### src/rtl/ex_muldiv_pkg.sv
// Shared pipeline definitions for the iterative multiply/divide unit.
// Latency: n/a (types and constants only).
// Backpressure: n/a.
package ex_muldiv_pkg;

    localparam int WIDTH_DEF = 32;
    localparam int ITER_DEF  = 32;

    typedef enum logic [1:0] {
        OP_MULT  = 2'b00,
        OP_MULTU = 2'b01,
        OP_DIV   = 2'b10,
        OP_DIVU  = 2'b11
    } op_e;

    typedef enum logic [1:0] {
        ST_IDLE = 2'b00,
        ST_CALC = 2'b01,
        ST_DONE = 2'b10
    } state_e;

endpackage

### src/rtl/ex_muldiv.sv
// Iterative MULT/MULTU/DIV/DIVU unit for the EX stage; results are written to HI/LO.
// Latency: ITER+1 cycles from the accept edge to done_o (ITER CALC cycles, then one DONE cycle).
// Backpressure: stall_o holds PC, IF/ID and ID/EX from the request cycle through CALC; it is low in DONE.
// Ports: clk_i/rst_n_i clock and async active-low reset; start_i/op_i/rsdata_i/rtdata_i request;
//        flush_i aborts; stall_o/busy_o/done_o status; hi_o/lo_o results; div_zero_o divisor-0 flag.
module ex_muldiv
    import ex_muldiv_pkg::*;
#(
    parameter int WIDTH = WIDTH_DEF,
    parameter int ITER  = ITER_DEF
) (
    input  logic             clk_i,
    input  logic             rst_n_i,
    input  logic             start_i,
    input  logic [1:0]       op_i,
    input  logic [WIDTH-1:0] rsdata_i,
    input  logic [WIDTH-1:0] rtdata_i,
    input  logic             flush_i,
    output logic             stall_o,
    output logic             busy_o,
    output logic             done_o,
    output logic [WIDTH-1:0] hi_o,
    output logic [WIDTH-1:0] lo_o,
    output logic             div_zero_o
);

    localparam int CW = $clog2(ITER + 1);

    state_e             state_q, state_d;
    logic [CW-1:0]      cnt_q;
    op_e                op_q;
    logic               sign_a_q, sign_b_q;
    logic [WIDTH-1:0]   opnd_q;      // multiplicand (mul) or divisor (div) magnitude
    logic [2*WIDTH:0]   acc_q;       // mul: {0, product}; div: {partial remainder, dividend/quotient}
    logic [WIDTH-1:0]   hi_q, lo_q;

    // ---------------- request decode ----------------
    op_e              op_in;
    logic             in_signed, in_div, a_neg, b_neg;
    logic [WIDTH-1:0] a_mag, b_mag;
    logic             accept, last_iter, commit, is_div_q;

    assign op_in     = op_e'(op_i);
    assign in_signed = (op_in == OP_MULT) || (op_in == OP_DIV);
    assign in_div    = (op_in == OP_DIV)  || (op_in == OP_DIVU);
    assign a_neg     = in_signed & rsdata_i[WIDTH-1];
    assign b_neg     = in_signed & rtdata_i[WIDTH-1];
    // -(-2^(WIDTH-1)) wraps to 2^(WIDTH-1), which is the correct unsigned magnitude
    assign a_mag     = a_neg ? -rsdata_i : rsdata_i;
    assign b_mag     = b_neg ? -rtdata_i : rtdata_i;

    assign is_div_q  = (op_q == OP_DIV) || (op_q == OP_DIVU);
    assign accept    = (state_q == ST_IDLE) && start_i && !flush_i;
    assign last_iter = (cnt_q == CW'(ITER - 1));
    assign commit    = (state_q == ST_DONE) && !flush_i;

    // ---------------- one iteration step ----------------
    logic [WIDTH:0]   mul_sum;
    logic [2*WIDTH:0] mul_next, div_next;
    logic [WIDTH+1:0] div_diff;
    logic [WIDTH:0]   div_part, div_rem;
    logic             div_ok;

    // shift-add: add multiplicand to the upper half when the current multiplier bit is set, then shift right
    assign mul_sum  = {1'b0, acc_q[2*WIDTH-1:WIDTH]} + (acc_q[0] ? {1'b0, opnd_q} : '0);
    assign mul_next = {1'b0, mul_sum, acc_q[WIDTH-1:1]};

    // restoring divide: shift the next dividend bit into the remainder and try a subtract;
    // a borrow means the remainder is kept and the quotient bit is 0
    assign div_part = {acc_q[2*WIDTH-1:WIDTH], acc_q[WIDTH-1]};
    assign div_diff = {acc_q[2*WIDTH], div_part} - {2'b00, opnd_q};
    assign div_ok   = ~div_diff[WIDTH+1];
    assign div_rem  = div_ok ? div_diff[WIDTH:0] : div_part;
    assign div_next = {div_rem, acc_q[WIDTH-2:0], div_ok};

    // ---------------- sign fix / result select ----------------
    logic [2*WIDTH-1:0] prod_fix;
    logic [WIDTH-1:0]   quot_fix, rem_fix, res_hi, res_lo;
    logic               neg_res, div_zero;

    assign neg_res  = sign_a_q ^ sign_b_q;
    assign prod_fix = neg_res  ? -acc_q[2*WIDTH-1:0]     : acc_q[2*WIDTH-1:0];
    assign quot_fix = neg_res  ? -acc_q[WIDTH-1:0]       : acc_q[WIDTH-1:0];
    assign rem_fix  = sign_a_q ? -acc_q[2*WIDTH-1:WIDTH] : acc_q[2*WIDTH-1:WIDTH];
    // with a zero divisor every trial subtract succeeds, so the remainder ends up as the
    // dividend magnitude and rem_fix restores the raw dividend; only LO needs overriding
    assign div_zero = is_div_q && (opnd_q == '0);
    assign res_hi   = is_div_q ? rem_fix : prod_fix[2*WIDTH-1:WIDTH];
    assign res_lo   = is_div_q ? (div_zero ? '1 : quot_fix) : prod_fix[WIDTH-1:0];

    // ---------------- FSM ----------------
    always_comb begin
        state_d = state_q;
        case (state_q)
            ST_IDLE: if (accept) state_d = ST_CALC;
            ST_CALC: begin
                if (flush_i)        state_d = ST_IDLE;
                else if (last_iter) state_d = ST_DONE;
            end
            ST_DONE: state_d = ST_IDLE;
            default: state_d = ST_IDLE;
        endcase
    end

    always_ff @(posedge clk_i or negedge rst_n_i) begin
        if (!rst_n_i) state_q <= ST_IDLE;
        else          state_q <= state_d;
    end

    // ---------------- datapath ----------------
    always_ff @(posedge clk_i or negedge rst_n_i) begin
        if (!rst_n_i) begin
            cnt_q    <= '0;
            op_q     <= OP_MULT;
            sign_a_q <= 1'b0;
            sign_b_q <= 1'b0;
            opnd_q   <= '0;
            acc_q    <= '0;
            hi_q     <= '0;
            lo_q     <= '0;
        end else begin
            if (accept) begin
                cnt_q    <= '0;
                op_q     <= op_in;
                sign_a_q <= a_neg;
                sign_b_q <= b_neg;
                opnd_q   <= in_div ? b_mag : a_mag;
                acc_q    <= {{(WIDTH+1){1'b0}}, (in_div ? a_mag : b_mag)};
            end else if (state_q == ST_CALC) begin
                cnt_q    <= cnt_q + CW'(1);
                acc_q    <= is_div_q ? div_next : mul_next;
            end
            if (commit) begin
                hi_q <= res_hi;
                lo_q <= res_lo;
            end
        end
    end

    // ---------------- outputs ----------------
    // stall is gated by reset so the pipeline is never held while the unit is in reset
    assign stall_o    = rst_n_i && (accept || (state_q == ST_CALC));
    assign busy_o     = (state_q == ST_CALC) || (state_q == ST_DONE);
    assign done_o     = commit;
    assign div_zero_o = commit && div_zero;
    // the committed result is visible in the same cycle as done_o
    assign hi_o       = commit ? res_hi : hi_q;
    assign lo_o       = commit ? res_lo : lo_q;

endmodule

### config.mk
export PLATFORM = sky130hd
export DESIGN_NAME = ex_muldiv
export DESIGN_NICKNAME = d
export VERILOG_FILES = /design/src/rtl/ex_muldiv_pkg.sv /design/src/rtl/ex_muldiv.sv
export SDC_FILE = /design/constraint.sdc
export NUM_CORES = 1
export LEC_CHECK = 0
export ABC_AREA = 1
export BUFFER_PORTS_ARGS = -buffer_cell sky130_fd_sc_hd__buf_2
export CAP_MARGIN = 20
export CELL_PAD_IN_SITES_DETAIL_PLACEMENT = 1
export CELL_PAD_IN_SITES_GLOBAL_PLACEMENT = 2
export CORE_MARGIN = 3
export CORE_UTILIZATION = 36
export DETAILED_ROUTE_END_ITERATION = 16
export MAX_ROUTING_LAYER = met4
export PLACE_DENSITY = 0.85
export REMOVE_ABC_BUFFERS = 1
export SLEW_MARGIN = 20
export SYNTH_ARGS = -nofsm -noshare
export SYNTH_HDL_FRONTEND = slang
export SYNTH_SLANG_ARGS = --single-unit
### constraint.sdc
create_clock -name clk_i -period 7.2 [get_ports clk_i]
set_input_delay 1.08 -clock clk_i [delete_from_list [all_inputs] [get_ports clk_i]]
set_output_delay 1.08 -clock clk_i [all_outputs]
set_load 0.02 [all_outputs]
==> results of run 1 <==
## sequential cells by signal (all words and copies together) (netlist names)
register / count
acc_q: 65
cnt_q: 6
hi_q: 32
lo_q: 32
op_q: 1
opnd_q: 32
sign_a_q: 1
sign_b_q: 1
state_q: 2
## cell families (layout without fill, tap and decap cells)
group | count (synthesis) | in the layout
simple gates | 1647 | 1647
compound gates | 415 | 415
flops | 172 | 172
xor+xnor | 117 | 117
fa+ha+maj | 74 | 74
buf+inv | 518 | 620
## placed cells by master, fill, tap and decap left out, types with 16 or more instances in the layout
master / count
a21oi_1: 120
a22oi_1: 17
a31oi_1: 29
buf_2: 136
buf_4: 27
clkbuf_16: 17
dfrtp_1: 171
ha_1: 72
inv_1: 412
nand2_1: 939
nand3_1: 244
nand3b_1: 18
nand4_1: 33
nor2_1: 318
nor3_1: 37
o211ai_1: 27
o21ai_0: 150
o22ai_1: 16
xnor2_1: 32
xor2_1: 85
## where the power goes
| group | switching (uW) | total, uW | internal, uW |
|---|---|---|---|
| registers | 563 | 1960 | 1400 |
| clock network | 514 | 982 | 468 |
| logic | 5130 | 7310 | 2180 |
## per-stage QoR
step | setup slack [ns] | power, uW | utilization | area [um2] | std cells
global route | 1.38 | 11100 | 0.405 | 19400 | 3660
CTS | 1.76 | 10200 | 0.405 | 19400 | 3659
finish | 1.65 | 10200 | 0.405 | 19400 | 3660
global placement | 2.36 | 9050 | 0.393 | 18800 | 3627
floorplan | 1.36 | 6510 | - | 17100 | 2848
detailed placement | 2.32 | 9170 | 0.393 | 18800 | 3627
## worst paths after layout
kind / startpoint / endpoint / slack (ns) / depth (start not counted)
setup / recovery: sign_a_q$_DFFE_PN0P_ / hi_o[29] / 1.65 / 13
hold / removal: hi_q[4]$_DFF_PN0_ / hi_q[4]$_DFF_PN0_ / 0.47 / 2
setup reg to reg: sign_a_q$_DFFE_PN0P_ / hi_q[29]$_DFF_PN0_ / 3.34 / 12
hold reg to reg: hi_q[4]$_DFF_PN0_ / hi_q[4]$_DFF_PN0_ / 0.47 / 2
max in group asynchronous: rst_n_i / lo_q[17]$_DFF_PN0_ / 5.01 / 3
min in group asynchronous: rst_n_i / acc_q[58]$_DFFE_PN0N_ / 0.48 / 1
## worst max-delay path: stages, from the launching register on
cell	delay [ns]
dfrtp_1	0.91
nand2_1	0.16
nand2_2	0.67
inv_2	0.60
nand2_2	0.34
nand3_1	0.10
nor2_1	0.11
nand2_1	0.13
a21oi_1	0.24
o21ai_1	0.13
nand3_1	0.12
nand2_1	0.05
o21ai_1	0.15
buf_2	0.19
## routing by layer
| layer | vias to the layer above | wire (um) |
|---|---|---|
| met1 | 9890 | 37000 |
| met2 | 478 | 38200 |
| met4 | 0 | 3560 |
| met5 | - | 0 |
| met3 | 122 | 3600 |
| li1 | 9584 | - |
## layout make-up
type,instances,area share
Multi-Input combinational cell,2253,0.580
Inverter,423,0.0817
Tap cell,615,0.0396
Clock buffer,18,0.0221
Clock inverter,14,0.00843
Sequential cell,172,0.221
Timing Repair Buffer,165,0.0469
==> impl_metrics.yaml, run 1 <==
floorplan:
  die_w_um: 227
  start_util: 0.366
  io_pins: 138
  num_rows: 80
  die_area_um2: 51500
  core_um2: 47900
  die_h_um: 227
clock_network:
  clk_pin_slew_ns: 0.08
  cts_setup_buffers: 0
  cts_buffer_depth: 2
  cts.sinks: 172
  cts_resized: 0
  numCtsBuffers: 17
  cts_root_buf: "clkbuf_16"
  cts_tree: "yes"
  insertion_delay_ns: 0.50
  hold_buffers: 0
  h-tree-depth: 4
global_route:
  grt_use_met2: 0.528
  grt_pass1_wl_mm: 124
  grt_most_used_layer: "met2"
  track_usage: 0.329
  grt_max_degree: 67
  use_met3: 0.0368
  use_met1: 0.424
  grt_antenna_before_repair: 1
  grt_pass1_vias: 20600
  gr-total-overflow: 0
worst_setup_path:
  end_kind: "primary output"
  worstSetupPathType: "flip-flop to primary output"
  arrival_ns: 4.47
  startpoint_type: "flip-flop"
  crit_required_ns: 6.12
  crit_fanout: 42
logic_synthesis:
  synth_area_leaders: "dfrtp_1 (25%), nand2_1 (20%), inv_1 (8.8%)"
  syn-cell-area_um2: 17600
  synth-compound-area-share: 0.137
  ys_warn_count: 0
  synth_top_family_by_area: "simple AND/OR/NAND/NOR gates"
  yosysTopAreaCell: "dfrtp_1"
  synth_edf_count: 0
  synthCells: 2943
  synth_cell_types: 50
  synth-xor-area-share: 0.0584
  synth.area.mux_share: 0
  synth-seq-area-share: 0.245
  synth_fa_ha_area_frac: 0.0536
  avgSynthCellArea_um2: 5.97
  ys_async_sr_fraction: 1.00
  ys_ff_latch: 172
  synth_common_cells: "nand2_1 (939), inv_1 (413), nor2_1 (321)"
  yosysTopAreaCellShare: 0.245
  synth-simple-area-share: 0.392
  synthFlopType: "dfrtp_1"
  synth.most_common_cell: "nand2_1"
finish:
  drive_above_1_share: 0.0821
  multi_input_area_um2: 11300
  seqCellArea_um2: 4310
  nets: 3176
  area_delta_synth_final_pct: 10.7
  nFillCells: 6582
  n_antenna_cell: 0
route:
  drt-wirelength-per-cell_um: 22.5
  ant_nets: 0
  vias: 20100
  drtIter0Drc: 1317
  avgViaCountPerCell: 5.48
  drc: 0
  first_pass_iters: 5
  drt-total-wl_mm: 82.3
pwr:
  p_leak_uw: 0.0100
  p_per_area_nw_per_um2: 527
  ir_worst_vdd_v: 0.000427
sta:
  final_hold_viol_count: 0
  setup_violations: 0
  tightestPinTransition_ns: 0.946
  rsz0062_at_grt: "no"
  slew_viol_final: 0
  skew_ns: 0.0172
  min_period_ns: 5.55
  finalCritPeriodShare: 0.771
  holdWs_ns: 0.475
  fmax_mhz: 180
  tns_ns: 0
  relSlewSlack: 0.369
place:
  portBuffers: 137
  routabilityCongestion: 0.973
  dp_hpwl_mm: 66.9
worst_hold_path:
  hold_class: "flip-flop to flip-flop"
flow_run:
  cap_viol_max_count: 0
outcome:
  outcome: "complete, no violations"
Power figures use the tool's default switching activity.
==> run 2, diff against run 1 <==
--- a/config.mk
+++ b/config.mk
@@ -11,10 +11,10 @@
 export CELL_PAD_IN_SITES_DETAIL_PLACEMENT = 1
 export CELL_PAD_IN_SITES_GLOBAL_PLACEMENT = 2
 export CORE_MARGIN = 3
-export CORE_UTILIZATION = 36
+export CORE_UTILIZATION = 30
 export DETAILED_ROUTE_END_ITERATION = 16
 export MAX_ROUTING_LAYER = met4
-export PLACE_DENSITY = 0.85
+export PLACE_DENSITY = 0.76
 export REMOVE_ABC_BUFFERS = 1
 export SLEW_MARGIN = 20
 export SYNTH_ARGS = -nofsm -noshare
==> constraint.sdc (replaced) <==
create_clock -name clk_i -period 4.5 [get_ports clk_i]
set_input_delay 0.675 -clock clk_i [delete_from_list [all_inputs] [get_ports clk_i]]
set_output_delay 0.675 -clock clk_i [all_outputs]
set_load 0.02 [all_outputs]
==> run 2 against run 1 <==
Effect of this change: sequential power grew 57%; final cell count grew 4.3%; combinational power grew 64%; highest routed layer unchanged; sequential share of layout area shrank 0.26 points; non-clock buffer count grew 6; largest power group unchanged; first-iteration DRC count shrank 8.4%; register-to-register slack lost 2.4 ns; setup slack lost 1.1 ns; flip-flop and latch count is the same; via count shrank 1.1%; wire length grew 4.3%; worst hold slack lost 0.35 ns.
==> impl_metrics.yaml, run 2 (synthesized netlist as in run 1, its figures left out) <==
outcome:
  outcome: "complete, no violations"
clock_network:
  numCtsBuffers: 17
  cts_root_buf: "clkbuf_16"
  cts.sinks: 172
  clk_pin_slew_ns: 0.08
  cts_tree: "yes"
  hold_buffers: 0
  cts_setup_buffers: 0
  cts_resized: 0
  h-tree-depth: 4
  insertion_delay_ns: 0.51
  cts_buffer_depth: 2
place:
  routabilityCongestion: 0.912
  place_area_um2: 19100
  pre_cts_ws_ns: 1.03
  portBuffers: 137
  dp_hpwl_mm: 70.1
worst_setup_path:
  worstSetupPathType: "flip-flop to primary output"
  crit_path_start: "acc_q[32]$_DFFE_PN0N_"
  startpoint_type: "flip-flop"
  crit_fanout: 8
  r2r-start: "opnd_q[0]$_DFFE_PN0P_"
  crit_required_ns: 3.83
  crit_chain: "inv_1, ha_1, nand2_1, nor3_2, nand2_1, nor2_1, nand2_1, xor2_1, nand2_1, o21ai_1, nand2_1, nand2_1, nand2_1, nand2_1, buf_2"
  max_stage_delay_ns: 0.53
  end_kind: "primary output"
  arrival_ns: 3.32
  crit_top_cell: "nand2_1"
  cpMaxStageDelayCell: "dfrtp_1"
global_route:
  track_usage: 0.289
  gr-total-overflow: 0
  grt_max_degree: 129
  grt_antenna_before_repair: 1
  grt_pass1_vias: 20300
  grt_pass1_wl_mm: 129
sta:
  setup_violations: 0
  holdWs_ns: 0.124
  tightestPinTransition_ns: 0.891
  relSlewSlack: 0.406
  min_period_ns: 4.00
  setup_slack_ns: 0.503
  final_hold_viol_count: 0
  rsz0062_at_grt: "no"
  fmax_mhz: 250
  skew_ns: 0.0174
  finalCritPeriodShare: 0.888
  slew_viol_final: 0
finish:
  nFillCells: 7744
  nets: 3182
  regMostFlops: "acc_q"
  fin_util: 0.340
  area_delta_synth_final_pct: 12.0
  layout_commonest_cell: "nand2_1"
  final_cell_mix: "nand2_1 (939), inv_1 (412), nor2_1 (318), nand3_1 (244), dfrtp_1 (171)"
  fin_area_um2: 19700
  largest_reg_flops: 65
  drive_above_1_share: 0.0839
flow_run:
  cap_viol_max_count: 0
floorplan:
  io_pins: 138
  start_util: 0.304
  core_um2: 57800
  die_h_um: 248
  num_rows: 88
  die_area_um2: 61500
  die_w_um: 248
pwr:
  ir_worst_vdd_v: 0.000392
  seqPwrFrac: 0.184
  p_int_uw: 6500
  power_frac_clock: 0.094
  p_sw_uw: 10200
  total_power_uw: 16700
  p_comb_frac: 0.721
  p_leak_uw: 0.0101
  switching_share: 0.610
  p_per_area_nw_per_um2: 847
route:
  vias: 19900
  drt-wirelength-per-cell_um: 22.5
  drt-total-wl_mm: 85.9
  ant_nets: 0
  drc: 0
  first_pass_iters: 5
  drtIter0Drc: 1207
  avgViaCountPerCell: 5.20
worst_hold_path:
  hold_class: "primary input to asynchronous set/reset pin"
[run 2: changes by cell type in the layout (fill, tap and decap cells not counted), sizes merged]
cell,before,now
clkinvlp,1,0
inv,429,427
diode,0,1
buf,164,170
clkinv,7,10
[run 2: power groups by stage]
stage | registers, uW | clock network, uW | logic (uW)
5_1_grt | 3140 | 1660 | 13300
2_1_floorplan | 2810 | 0 | 7610
3_5_place_dp | 3090 | 0 | 11900
4_1_cts | 3060 | 1600 | 12000
3_3_place_gp | 3060 | 0 | 11800
6_report | 3070 | 1570 | 12000
[run 2: worst paths after layout]
check / end / slack [ns] / cells after the start
max: hi_o[24] / 0.50 / 15
min: hi_q[11]$_DFF_PN0_ / 0.12 / 1
max reg2reg: acc_q[59]$_DFFE_PN0N_ / 0.89 / 15
min reg2reg: hi_q[10]$_DFF_PN0_ / 0.47 / 2
max in group asynchronous: op_q[1]$_DFFE_PN0P_ / 3.18 / 2
min in group clk_i: hi_q[10]$_DFF_PN0_ / 0.47 / 2
[run 2: worst max-delay path, delay by kind of cell, from the launching register on]
| family | cells | cell delay (ns) |
|---|---|---|
| fa+ha+maj | 1 | 0.40 |
| xor+xnor | 1 | 0.16 |
| buf+inv | 2 | 0.43 |
| simple gates | 10 | 1.24 |
| compound gates | 1 | 0.08 |
| flops | 1 | 0.53 |
[run 2: through the flow]
step | instances | setup TNS, ns
after floorplan | 2848 | -22.93
after global placement | 3784 | 0
after detailed placement | 3784 | 0
after CTS | 3816 | 0
after global routing | 3817 | 0
final | 3817 | 0
[run 2: routing by layer]
layer / vias up / track usage / share of wire
met5: - / - / 0
met4: 0 / 0.0700 / 0.019
met3: 72 / 0.0231 / 0.033
met2: 401 / 0.478 / 0.48
met1: 9787 / 0.384 / 0.47
li1: 9594 / - / -
[run 2: layout make-up]
cell class	count	area (um2)	share of cell area
Tap cell	765	957	0.0487
Sequential cell	172	4310	0.219
Timing Repair Buffer	171	962	0.0489
Multi-Input combinational cell	2253	11300	0.573
Inverter	423	1590	0.0807
Clock inverter	14	151	0.00770
Clock buffer	18	429	0.0218
Antenna cell	1	2.50	0.000127
==> run 3, diff against run 2 <==
--- a/config.mk
+++ b/config.mk
@@ -10,6 +10,7 @@
 export CAP_MARGIN = 20
 export CELL_PAD_IN_SITES_DETAIL_PLACEMENT = 1
 export CELL_PAD_IN_SITES_GLOBAL_PLACEMENT = 2
+export CORE_ASPECT_RATIO = 1.75
 export CORE_MARGIN = 3
 export CORE_UTILIZATION = 30
 export DETAILED_ROUTE_END_ITERATION = 16
==> run 3 against run 2 <==
Effect of this change: clock skew is 0.0076 ns higher; maximum frequency is 0.84% higher; setup slack better by 0.033 ns; clock power is 3% higher.
==> impl_metrics.yaml, run 3 (synthesized netlist as in run 1, its figures left out) <==
clock_network:
  cts_buffer_depth: 2
  insertion_delay_ns: 0.48
  clk_pin_slew_ns: 0.09
  cts_setup_buffers: 0
  cts.sinks: 172
  cts_root_buf: "clkbuf_16"
  numCtsBuffers: 17
  cts_tree: "yes"
  cts_resized: 0
  hold_buffers: 0
  h-tree-depth: 4
finish:
  final_cell_mix: "nand2_1 (939), inv_1 (412), nor2_1 (317), nand3_1 (244), dfrtp_1 (171)"
  largest_reg_flops: 65
  nets: 3188
  fin_util: 0.343
  layout_commonest_cell: "nand2_1"
  area_delta_synth_final_pct: 12.6
  fin_area_um2: 19800
  drive_above_1_share: 0.0864
  regMostFlops: "acc_q"
worst_setup_path:
  arrival_ns: 3.29
  end_kind: "primary output"
  rrSetupSlack_ns: 1.14
  crit_chain: "inv_1, ha_1, nand2_1, nor3_2, nand2_1, o21ai_0, nand3_1, a31oi_1, buf_2"
  cpMaxStageDelayCell: "dfrtp_1"
  crit_required_ns: 3.83
  crit_fanout: 8
  crit_top_cell: "nand2_1"
  max_stage_delay_ns: 0.52
  worstSetupPathType: "flip-flop to primary output"
  startpoint_type: "flip-flop"
pwr:
  p_leak_uw: 0.0101
  ir_worst_vdd_v: 0.000401
  p_per_area_nw_per_um2: 844
route:
  drt-total-wl_mm: 89.7
  vias: 19800
  drtIter0Drc: 1014
  drt-wirelength-per-cell_um: 23.4
  ant_nets: 0
  drc: 0
  avgViaCountPerCell: 5.19
  first_pass_iters: 7
worst_hold_path:
  hold_class: "primary input to asynchronous set/reset pin"
place:
  dp_hpwl_mm: 74.4
  portBuffers: 137
  routabilityCongestion: 0.974
  place_area_um2: 19200
sta:
  tightestPinTransition_ns: 0.824
  relSlewSlack: 0.451
  slew_viol_final: 0
  min_period_ns: 3.96
  rsz0062_at_grt: "no"
  holdWs_ns: 0.203
  fmax_mhz: 252
  final_hold_viol_count: 0
  finalCritPeriodShare: 0.881
  skew_ns: 0.0251
  setup_violations: 0
global_route:
  grt_use_met2: 0.540
  grt_pass1_vias: 21000
  gr-total-overflow: 0
  grt_max_degree: 109
  grt_most_used_layer: "met2"
  grt_antenna_before_repair: 1
  grt_pass1_wl_mm: 132
  use_met3: 0.0247
  use_met1: 0.304
  track_usage: 0.296
floorplan:
  io_pins: 138
  num_rows: 116
  die_w_um: 189
  die_h_um: 326
  start_util: 0.305
  core_um2: 57600
  die_area_um2: 61600
flow_run:
  cap_viol_max_count: 0
outcome:
  outcome: "complete, no violations"
## run 3: cell count changes in the layout (fill, tap and decap cells not counted), sizes merged
cell / previous run / this run
buf: 170 / 176
bufinv: 0 / 1
inv: 427 / 426
## run 3: layout make-up
class / count / area, um2
fill: 7779 / 37800
timing repair buffer: 177 / 1030
tap: 767 / 960
inverter: 423 / 1590
sequential: 172 / 4310
multi-input combinational: 2253 / 11300
antenna: 1 / 2.50
clock inverter: 14 / 171
clock buffer: 18 / 439
## run 3: worst max-delay path: cells and delay by family (launching register included)
family	cells	cell delay (ns)
AO/OA/AOI/OAI	2	0.55
adder cells (fa/ha/maj)	1	0.36
buffers and inverters	2	0.41
flip-flops	1	0.52
AND/OR/NAND/NOR	4	0.96
## run 3: per-layer routing
| metal | wire, um | up-vias |
|---|---|---|
| li1 | - | 9600 |
| met1 | 33600 | 9654 |
| met2 | 47000 | 400 |
| met3 | 2070 | 194 |
| met4 | 6980 | 0 |
| met5 | 0 | - |
## run 3: path summary, 6_finish.rpt
path | start | to | depth (start not counted)
setup / recovery | acc_q[32]$_DFFE_PN0N_ | hi_o[16] | 9
hold / removal | rst_n_i | lo_q[6]$_DFF_PN0_ | 1
setup reg to reg | opnd_q[0]$_DFFE_PN0P_ | acc_q[59]$_DFFE_PN0N_ | 15
hold reg to reg | hi_q[30]$_DFF_PN0_ | hi_q[30]$_DFF_PN0_ | 2
max in group asynchronous | rst_n_i | opnd_q[24]$_DFFE_PN0P_ | 2
min in group clk_i | hi_q[30]$_DFF_PN0_ | hi_q[30]$_DFF_PN0_ | 2
## run 3: power breakdown
| group | switching (uW) | internal (uW) |
|---|---|---|
| Combinational | 8420 | 3560 |
| Clock | 800 | 810 |
| Sequential | 874 | 2240 |
| Total | 10100 | 6600 |
## run 3: metrics by stage
step                std cells  total power, uW  setup TNS (ns)  setup WS (ns)
global route             3825            18100               0          0.281
detailed placement       3792            15100               0           1.05
CTS                      3824            16800               0          0.491
floorplan                2848            10400          -22.93         -0.848
finish                   3825            16700               0          0.537
global placement         3792            15000               0          0.987
